<file path="src/rtl/pg_bus_xcvr.sv">
`default_nettype none
// ============================================================================
// Module   : pg_bus_xcvr
// Purpose  : Half-duplex serial transceiver controller behind a pass-gate cell
//            on a shared idle-high line.
// Revision : 1.0
// ============================================================================
module pg_bus_xcvr #(
  parameter int WIDTH = 8,
  parameter int QUIET = 2
) (
  input  logic             CLK,
  input  logic             RST,
  input  logic             TX_VALID,
  input  logic [WIDTH-1:0] TX_DATA,
  output logic             TX_READY,
  output logic             RX_VALID,
  output logic [WIDTH-1:0] RX_DATA,
  output logic             RX_ERR,
  output logic             COLL,
  input  logic             BUS_IN,
  output logic             BUS_OUT,
  output logic             GATE_N,
  output logic             GATE_P
);

  localparam int c_cw = $clog2(WIDTH + 1);
  localparam int c_qw = $clog2(QUIET + 1);
  localparam logic [c_cw-1:0] c_last  = c_cw'(WIDTH - 1);
  localparam logic [c_qw-1:0] c_quiet = c_qw'(QUIET);

  typedef enum logic [2:0] {
    S_IDLE     = 3'd0,
    S_TX_START = 3'd1,
    S_TX_DATA  = 3'd2,
    S_TX_STOP  = 3'd3,
    S_RX_DATA  = 3'd4,
    S_RX_STOP  = 3'd5
  } state_t;

  state_t           r_state;
  logic [c_qw-1:0]  r_quiet;
  logic [c_cw-1:0]  r_bitcnt;
  logic [WIDTH-1:0] r_txsh;
  logic [WIDTH-1:0] r_rxsh;
  logic             r_tx_ready;
  logic             r_rx_valid;
  logic [WIDTH-1:0] r_rx_data;
  logic             r_rx_err;
  logic             r_coll;
  logic             r_bus_out;
  logic             r_gate_n;
  logic             r_gate_p;

  logic [c_qw-1:0]  w_quiet_nxt;
  logic [WIDTH-1:0] w_rx_shift;

  assign w_quiet_nxt = (r_quiet == c_quiet) ? r_quiet : r_quiet + c_qw'(1);
  // LSB-first reception: new bit enters at the top and walks down.
  assign w_rx_shift  = (r_rxsh >> 1) | (WIDTH'(BUS_IN) << (WIDTH - 1));

  always_ff @(posedge CLK) begin
    if (RST) begin
      r_state    <= S_IDLE;
      r_quiet    <= '0;
      r_bitcnt   <= '0;
      r_txsh     <= '0;
      r_rxsh     <= '0;
      r_tx_ready <= 1'b0;
      r_rx_valid <= 1'b0;
      r_rx_data  <= '0;
      r_rx_err   <= 1'b0;
      r_coll     <= 1'b0;
      r_bus_out  <= 1'b1;
      r_gate_n   <= 1'b0;
      r_gate_p   <= 1'b1;
    end else begin
      r_rx_valid <= 1'b0;
      r_rx_err   <= 1'b0;
      r_coll     <= 1'b0;
      r_tx_ready <= 1'b0;
      case (r_state)
        S_IDLE: begin
          if (!BUS_IN) begin
            // A start bit wins over any pending transmit request.
            r_state  <= S_RX_DATA;
            r_bitcnt <= '0;
            r_quiet  <= '0;
          end else if (TX_VALID && r_tx_ready) begin
            r_state   <= S_TX_START;
            r_txsh    <= TX_DATA;
            r_quiet   <= '0;
            r_bus_out <= 1'b0;
            r_gate_n  <= 1'b1;
            r_gate_p  <= 1'b0;
          end else begin
            r_quiet    <= w_quiet_nxt;
            r_tx_ready <= (w_quiet_nxt == c_quiet);
          end
        end
        S_TX_START: begin
          r_state   <= S_TX_DATA;
          r_bitcnt  <= '0;
          r_bus_out <= r_txsh[0];
          r_txsh    <= r_txsh >> 1;
        end
        S_TX_DATA: begin
          if (BUS_IN != r_bus_out) begin
            r_state   <= S_IDLE;
            r_coll    <= 1'b1;
            r_bus_out <= 1'b1;
            r_gate_n  <= 1'b0;
            r_gate_p  <= 1'b1;
          end else if (r_bitcnt == c_last) begin
            r_state   <= S_TX_STOP;
            r_bus_out <= 1'b1;
          end else begin
            r_bitcnt  <= r_bitcnt + c_cw'(1);
            r_bus_out <= r_txsh[0];
            r_txsh    <= r_txsh >> 1;
          end
        end
        S_TX_STOP: begin
          r_state   <= S_IDLE;
          r_coll    <= (BUS_IN != r_bus_out);
          r_bus_out <= 1'b1;
          r_gate_n  <= 1'b0;
          r_gate_p  <= 1'b1;
        end
        S_RX_DATA: begin
          r_rxsh <= w_rx_shift;
          if (r_bitcnt == c_last) begin
            r_state <= S_RX_STOP;
          end else begin
            r_bitcnt <= r_bitcnt + c_cw'(1);
          end
        end
        S_RX_STOP: begin
          r_state <= S_IDLE;
          if (BUS_IN) begin
            r_rx_data  <= r_rxsh;
            r_rx_valid <= 1'b1;
          end else begin
            r_rx_err <= 1'b1;
          end
        end
        default: r_state <= S_IDLE;
      endcase
    end
  end

  assign TX_READY = r_tx_ready;
  assign RX_VALID = r_rx_valid;
  assign RX_DATA  = r_rx_data;
  assign RX_ERR   = r_rx_err;
  assign COLL     = r_coll;
  assign BUS_OUT  = r_bus_out;
  assign GATE_N   = r_gate_n;
  assign GATE_P   = r_gate_p;

endmodule
`default_nettype wire

</file>
<file path="config.mk">
export PLATFORM = sky130hd
export DESIGN_NAME = pg_bus_xcvr
export DESIGN_NICKNAME = d
export VERILOG_FILES = /design/src/rtl/pg_bus_xcvr.sv
export SDC_FILE = /design/constraint.sdc
export NUM_CORES = 1
export LEC_CHECK = 0
export CORE_MARGIN = 1.5
export CORE_UTILIZATION = 33
export CTS_CLUSTER_DIAMETER = 150
export DETAILED_ROUTE_END_ITERATION = 12
export PLACE_DENSITY = 0.63
export SETUP_SLACK_MARGIN = 0.02
export SYNTH_ARGS = -nofsm -noshare
export SYNTH_HDL_FRONTEND = slang
export SYNTH_SLANG_ARGS = --single-unit
</file>
<file path="constraint.sdc">
create_clock -name CLK -period 1.51 [get_ports CLK]
set_input_delay 0.2265 -clock CLK [delete_from_list [all_inputs] [get_ports CLK]]
set_output_delay 0.2265 -clock CLK [all_outputs]
set_load 0.01 [all_outputs]
</file>
### Yosys cells after proc, flatten, opt, wreduce, memory -nomap -nowiden

Index checks and enable logic that the tools add are counted.
W data, S select, Z words.

| operators by class | value |
|---|---|
| add/subtract/negate cells | 2 |
| multipliers | 0 |
| divide/modulo/power cells | 0 |
| magnitude comparators | 0 |
| equal/unequal tests | 18 |
| shift-type cells | 0 |
| muxes and demuxes | 33 |
| bitwise logic cells | 4 |
| reductions and logical operators | 14 |

Operators by type and width:

| kind | count |
|---|---|
| $mux W8 | 4 |
| $pmux W8 S3 | 1 |
| $pmux W4 S4 | 1 |
| $mux W3 | 5 |
| $ne A2 B2 Y1 const B | 7 |
| $mux W4 | 3 |
| $pmux W3 S4 | 1 |
| $mux W1 | 11 |
| $reduce_and A3 Y1 | 3 |
| $or A7 B8 Y8 | 1 |
| $reduce_bool A4 Y1 | 2 |
| $eq A3 B2 Y1 const B | 2 |
| $eq A3 B3 Y1 const B | 2 |
| $mux W2 | 3 |
| $ne A3 B3 Y1 const B | 2 |
| $pmux W1 S3 | 2 |
| $reduce_bool A3 Y1 | 2 |
| $reduce_and A5 Y1 | 1 |
| $add A4 B1 Y4 const B | 1 |
| $eq A2 B2 Y1 const B | 2 |
| $eq A4 B3 Y1 const B | 1 |
| $pmux W1 S4 | 1 |
| $reduce_and A4 Y1 | 1 |
| $reduce_or A4 Y1 | 1 |
| 9 further kinds | 11 |

| storage, ports and cells | value |
|---|---|
| register bits | 40 |
| latch bits | 0 |
| bits in writable memories | 0 |
| memory bits (read-only) | 0 |
| bits of input ports | 12 |
| output and inout bits | 15 |
| word-level logic and storage cells | 84 |
| memories | 0 |

### Longest topological paths before layout

| depth | value |
|---|---|
| word-level depth | 4 |
| mapped depth | 6 |
| mapped depth without buffers | 5 |

### Worst setup path before layout

OpenSTA, ideal clock, no wires.

| timing | value |
|---|---|
| path type | register to register |
| start | register r_bus_out (netlist: BUS_OUT) |
| end | register r_txsh[0] |
| library setup time | 121 ps |
| arrival time | 1,441 ps |
| required time | 1,389 ps |
| slack | -52 ps |
| cell stages (with the launch flop) | 7 |
| buffers on the path | 2 |
| clock period less this slack | 1,562 ps |
| cells stage by stage | dfxtp_1 > buf_2 > xnor2_1 > a21oi_1 > a211o_1 > buf_6 > mux2_4 |

| on the way | value |
|---|---|
| cells in the longest elaborated chain, start to end | 3 |

RTL lines:

| element | RTL line | source |
|---|---|---|
| start, declared | 51 | `logic r_bus_out;` |
| start signal, assigned | 104 | `r_bus_out <= r_txsh[0];` |
| start signal, assigned | 119 | `r_bus_out <= r_txsh[0];` |
| $ne A1 B1 Y1 | 108 | `if (BUS_IN != r_bus_out) begin` |
| $ne A2 B2 Y1 (no line) | - |  |
| $reduce_and A5 Y1 (no line) | - |  |
| end signal, assigned | 105 | `r_txsh <= r_txsh >> 1;` |
| end signal, assigned | 120 | `r_txsh <= r_txsh >> 1;` |
| end, declared | 44 | `logic [WIDTH-1:0] r_txsh;` |

No other way between the ends.
A chain may end at the register's enable or synchronous reset.

### Final worst setup path

| timing | value |
|---|---|
| start | register r_bitcnt[1] |
| end | register r_bus_out (netlist: BUS_OUT) |

| on the way | value |
|---|---|
| cells in the longest elaborated chain, start to end | 4 |

RTL lines:

| element | RTL line | source |
|---|---|---|
| start, declared | 43 | `logic [c_cw-1:0] r_bitcnt;` |
| start signal, assigned | 118 | `r_bitcnt <= r_bitcnt + c_cw'(1);` |
| start signal, assigned | 135 | `r_bitcnt <= r_bitcnt + c_cw'(1);` |
| $eq A4 B3 Y1 | 114 | `end else if (r_bitcnt == c_last) begin` |
| $mux W1 | 114 |  |
| $mux W1 | 108 |  |
| $pmux W1 S4 | 82 | `case (r_state)` |

No other way between the ends.

==> run metrics <==
R2R depth 6; WHS Endpoint RX_DATA[0]; Area after DPL 2490 um2; initial antenna violation count 0; Post-Synth Adder-Cell Area 1.29%; routed length on met3 between 100 and 150 um; r2r endpoint BUS_OUT; core area around 5600 um2; period utilization 101%; R2R Setup Slk -0.01 ns; Place WS -0.466 ns; Leak 1.06 nW; vias per inst 4.90; via count 1,734; full die area 6370 um2; Top Metal Used met4; Warnings, synthesis 0; largest family of logic cells by synthesized area simple AND/OR/NAND/NOR gates; Avg WL per Cell 12.3 um; Final Instance Area 2750 um2; CTS HTree Levels 2; GR Overflow Total 0; Netlist cell types 46; WP data required ~1.7 ns; Synth Area in Simple Gates between 20% and 30%; status complete, but fails checks; failing checks negative setup slack; Crit Path Category reg -> reg; TritonCTS Buffers 5; final worst slack -0.0123 ns; vias in the first global route 1,700; final WL 4360 um; syn nets approximately 240; fmax 0.657 GHz; Bufs on Longest Clock Path 2; hpwl dp 3120 um; Root Driver clkbuf_8; gp weighted congestion 0.848; hold_sp RX_DATA[0]; Sink Count 40; CTS tree built; CP top delay family simple AND/OR/NAND/NOR gates; Total GRT Usage 14.9%; RSZ-0062 raised after global routing true; Buffers & Inverters on Critical Path 1; Max FO, Critical Path 3; Layout Utilization 49.0%; first-pass GRT wire length approximately 7500 um; layout cells sized above 1 29.1%; DRT Pass-1 Iters 5; ant diodes 0; register area share after synthesis 41.2%; Mapped Cells 228; Fillers 553; initial DRC count 39; CP endpoint kind flop; hold_buf cts 0; Final ANT Viol Nets 0; syn_area_per_cell around 8.5 um2; VDD IR-drop max 0.433 mV; Post-Synth XOR/XNOR Area 1.80%; relative slew slack between 70% and 80%; DIE HEIGHT 79.8 um; CP startpoint kind flop; number of top-level pins 27; Power Total approximately 0.0029 W; Pwr per Cell Area 1050 nW/um2; synthesized area 1950 um2; max-slew violations 0; DRC Markers 0; worst slew pin tran 0.368 ns; Starting Density around a third; critical path, cell by cell ha_4 -> buf_6 -> and3b_2 -> or3_1 -> a21oi_2 -> o31ai_1; WL met1 approximately 2200 um; clock-pin slew on the worst setup and hold paths 0.09 ns; Worst-Skew Late Latency 0.30 ns; clock skew ~0.0070 ns; mux share of post-synthesis cell area 5.92%; WHS Path Cells 2; critical path arrival 1.70 ns; I/O Buffers 26; met2 wire length ~2000 um; RR Startpoint r_bitcnt[1]; post-synthesis compound-gate area fraction 20.5%; final setup fails 1; Final Critical Period 1.52 ns; maxcap violations 0; Placement Rows 27; flops & latches, synth 40; largest net degree at the start of global routing 25; CP max stage cell or3_1; die width 79.8 um; CP max stage delay 0.37 ns; final hold vios 0; synthesis-to-layout area growth 41.2%; Hold Crit Class reg -> reg; # nets final 295
-- registers in the layout (all words and copies together) (netlist names) --
| register | flops |
|---|---|
| RX_ERR | 1 |
| r_quiet | 2 |
| r_rxsh | 8 |
| RX_DATA | 8 |
| r_bitcnt | 4 |
| r_txsh | 8 |
| GATE_N | 1 |
| TX_READY | 1 |
| COLL | 1 |
| GATE_P | 1 |
| RX_VALID | 1 |
| r_state | 3 |
| BUS_OUT | 1 |
-- Yosys cell counts, drive strengths merged --
cell type / number / area share (%)
buf: 10 / 3.7
nand2: 36 / 6.9
mux2i: 1 / 0.51
nor2: 7 / 1.4
o211ai: 2 / 0.77
mux2: 7 / 5.4
and3b: 1 / 0.45
and4b: 1 / 0.51
and3: 3 / 0.96
nor2b: 12 / 3.9
inv: 7 / 1.4
nand3: 12 / 3.1
or2: 1 / 0.32
a31oi: 1 / 0.32
a22oi: 2 / 1.0
a211oi: 1 / 0.39
a21oi: 32 / 8.4
or3b: 1 / 0.45
clkbuf: 7 / 1.4
xor2: 2 / 0.90
o21ai: 11 / 3.0
o32a: 1 / 0.58
dfxtp: 40 / 41
nand2b: 4 / 1.3
a211o: 1 / 0.45
nand4b: 1 / 0.45
nand3b: 1 / 0.39
o211a: 1 / 0.51
nor3: 5 / 1.5
o31ai: 4 / 1.5
or3: 2 / 0.64
ha: 2 / 1.3
a21o: 1 / 0.39
o32ai: 3 / 2.7
nor4: 1 / 0.32
xnor2: 2 / 0.90
nor3b: 1 / 0.39
o21a: 1 / 0.39
-- routing by layer --
layer,up-vias,track usage [%]
met4,0,5.52
li1,896,-
met1,802,19.6
met2,29,24.0
met5,-,0
met3,7,3.20
-- placed cells by master, fill, tap and decap left out, types with 3 or more instances in the layout --
cell	n
mux2_4	7
dfxtp_1	33
clkbuf_8	5
nor2b_1	11
nor2_1	6
nand2_1	36
o21ai_0	9
nand2b_1	4
clkdlybuf4s50_1	22
nor3_1	4
dfxtp_4	3
nand3_1	11
inv_1	7
dfxtp_2	4
a21oi_1	29
o31ai_1	3
and3_1	3
buf_4	33
-- cells by family after synthesis --
logic type | count (synthesis)
multiplexers | 8
AO/OA/AOI/OAI | 61
flip-flops | 40
adder cells (fa/ha/maj) | 2
XOR/XNOR | 4
buffers and inverters | 24
AND/OR/NAND/NOR | 89
-- cell type report --
class                      count  area (um2)  share of cell area [%]
multi-input combinational    164        1130                    41.1
sequential                    40         817                    29.7
timing repair buffer          63         568                    20.7
tap                           72        90.1                    3.28
clock buffer                   5        68.8                    2.51
clock inverter                 3        46.3                    1.69
inverter                       7        26.3                   0.957
-- worst max-delay path by stage --
stage,startpoint,to,cells past startpoint
after floorplan,r_state[2],r_bitcnt[2],6
after global placement,TX_VALID,r_txsh[5],5
after detailed placement,BUS_IN,r_txsh[5],6
after CTS,r_bitcnt[1],r_txsh[3],5
after global routing,r_bitcnt[1],BUS_OUT,6
final,r_bitcnt[1],BUS_OUT,6
-- metrics by stage --
stage               hold slack [ns]  instances  TNS (ns)
finish                        0.459        354   -0.0123
global placement              0.444        344     -6.77
floorplan                     0.427        228         0
global route                  0.486        354    -0.302
CTS                           0.461        354    -0.559
detailed placement            0.449        344     -7.37
-- report_power, final --
part	switching (W)	internal (W)
Combinational	0.000389	0.000415
Sequential	0.0000528	0.00113
Clock	0.000410	0.000498
-- what timing repair did --
| action | 4_1_cts | 5_1_grt |
|---|---|---|
| resized for setup | 18 | 17 |
| endpoints found under the setup margin | 12 | 27 |
| pin swaps | 6 | 10 |
| setup buffers | 2 | 0 |
-- worst reg2reg max path, cell delays in order (launching register included) --
cell and delay [ns]:
dfxtp_2 0.34, ha_4 0.16, buf_6 0.11, and3b_2 0.23, or3_1 0.37, a21oi_2 0.12
o31ai_1 0.08
Note: power is estimated with default switching activity, not from simulation.
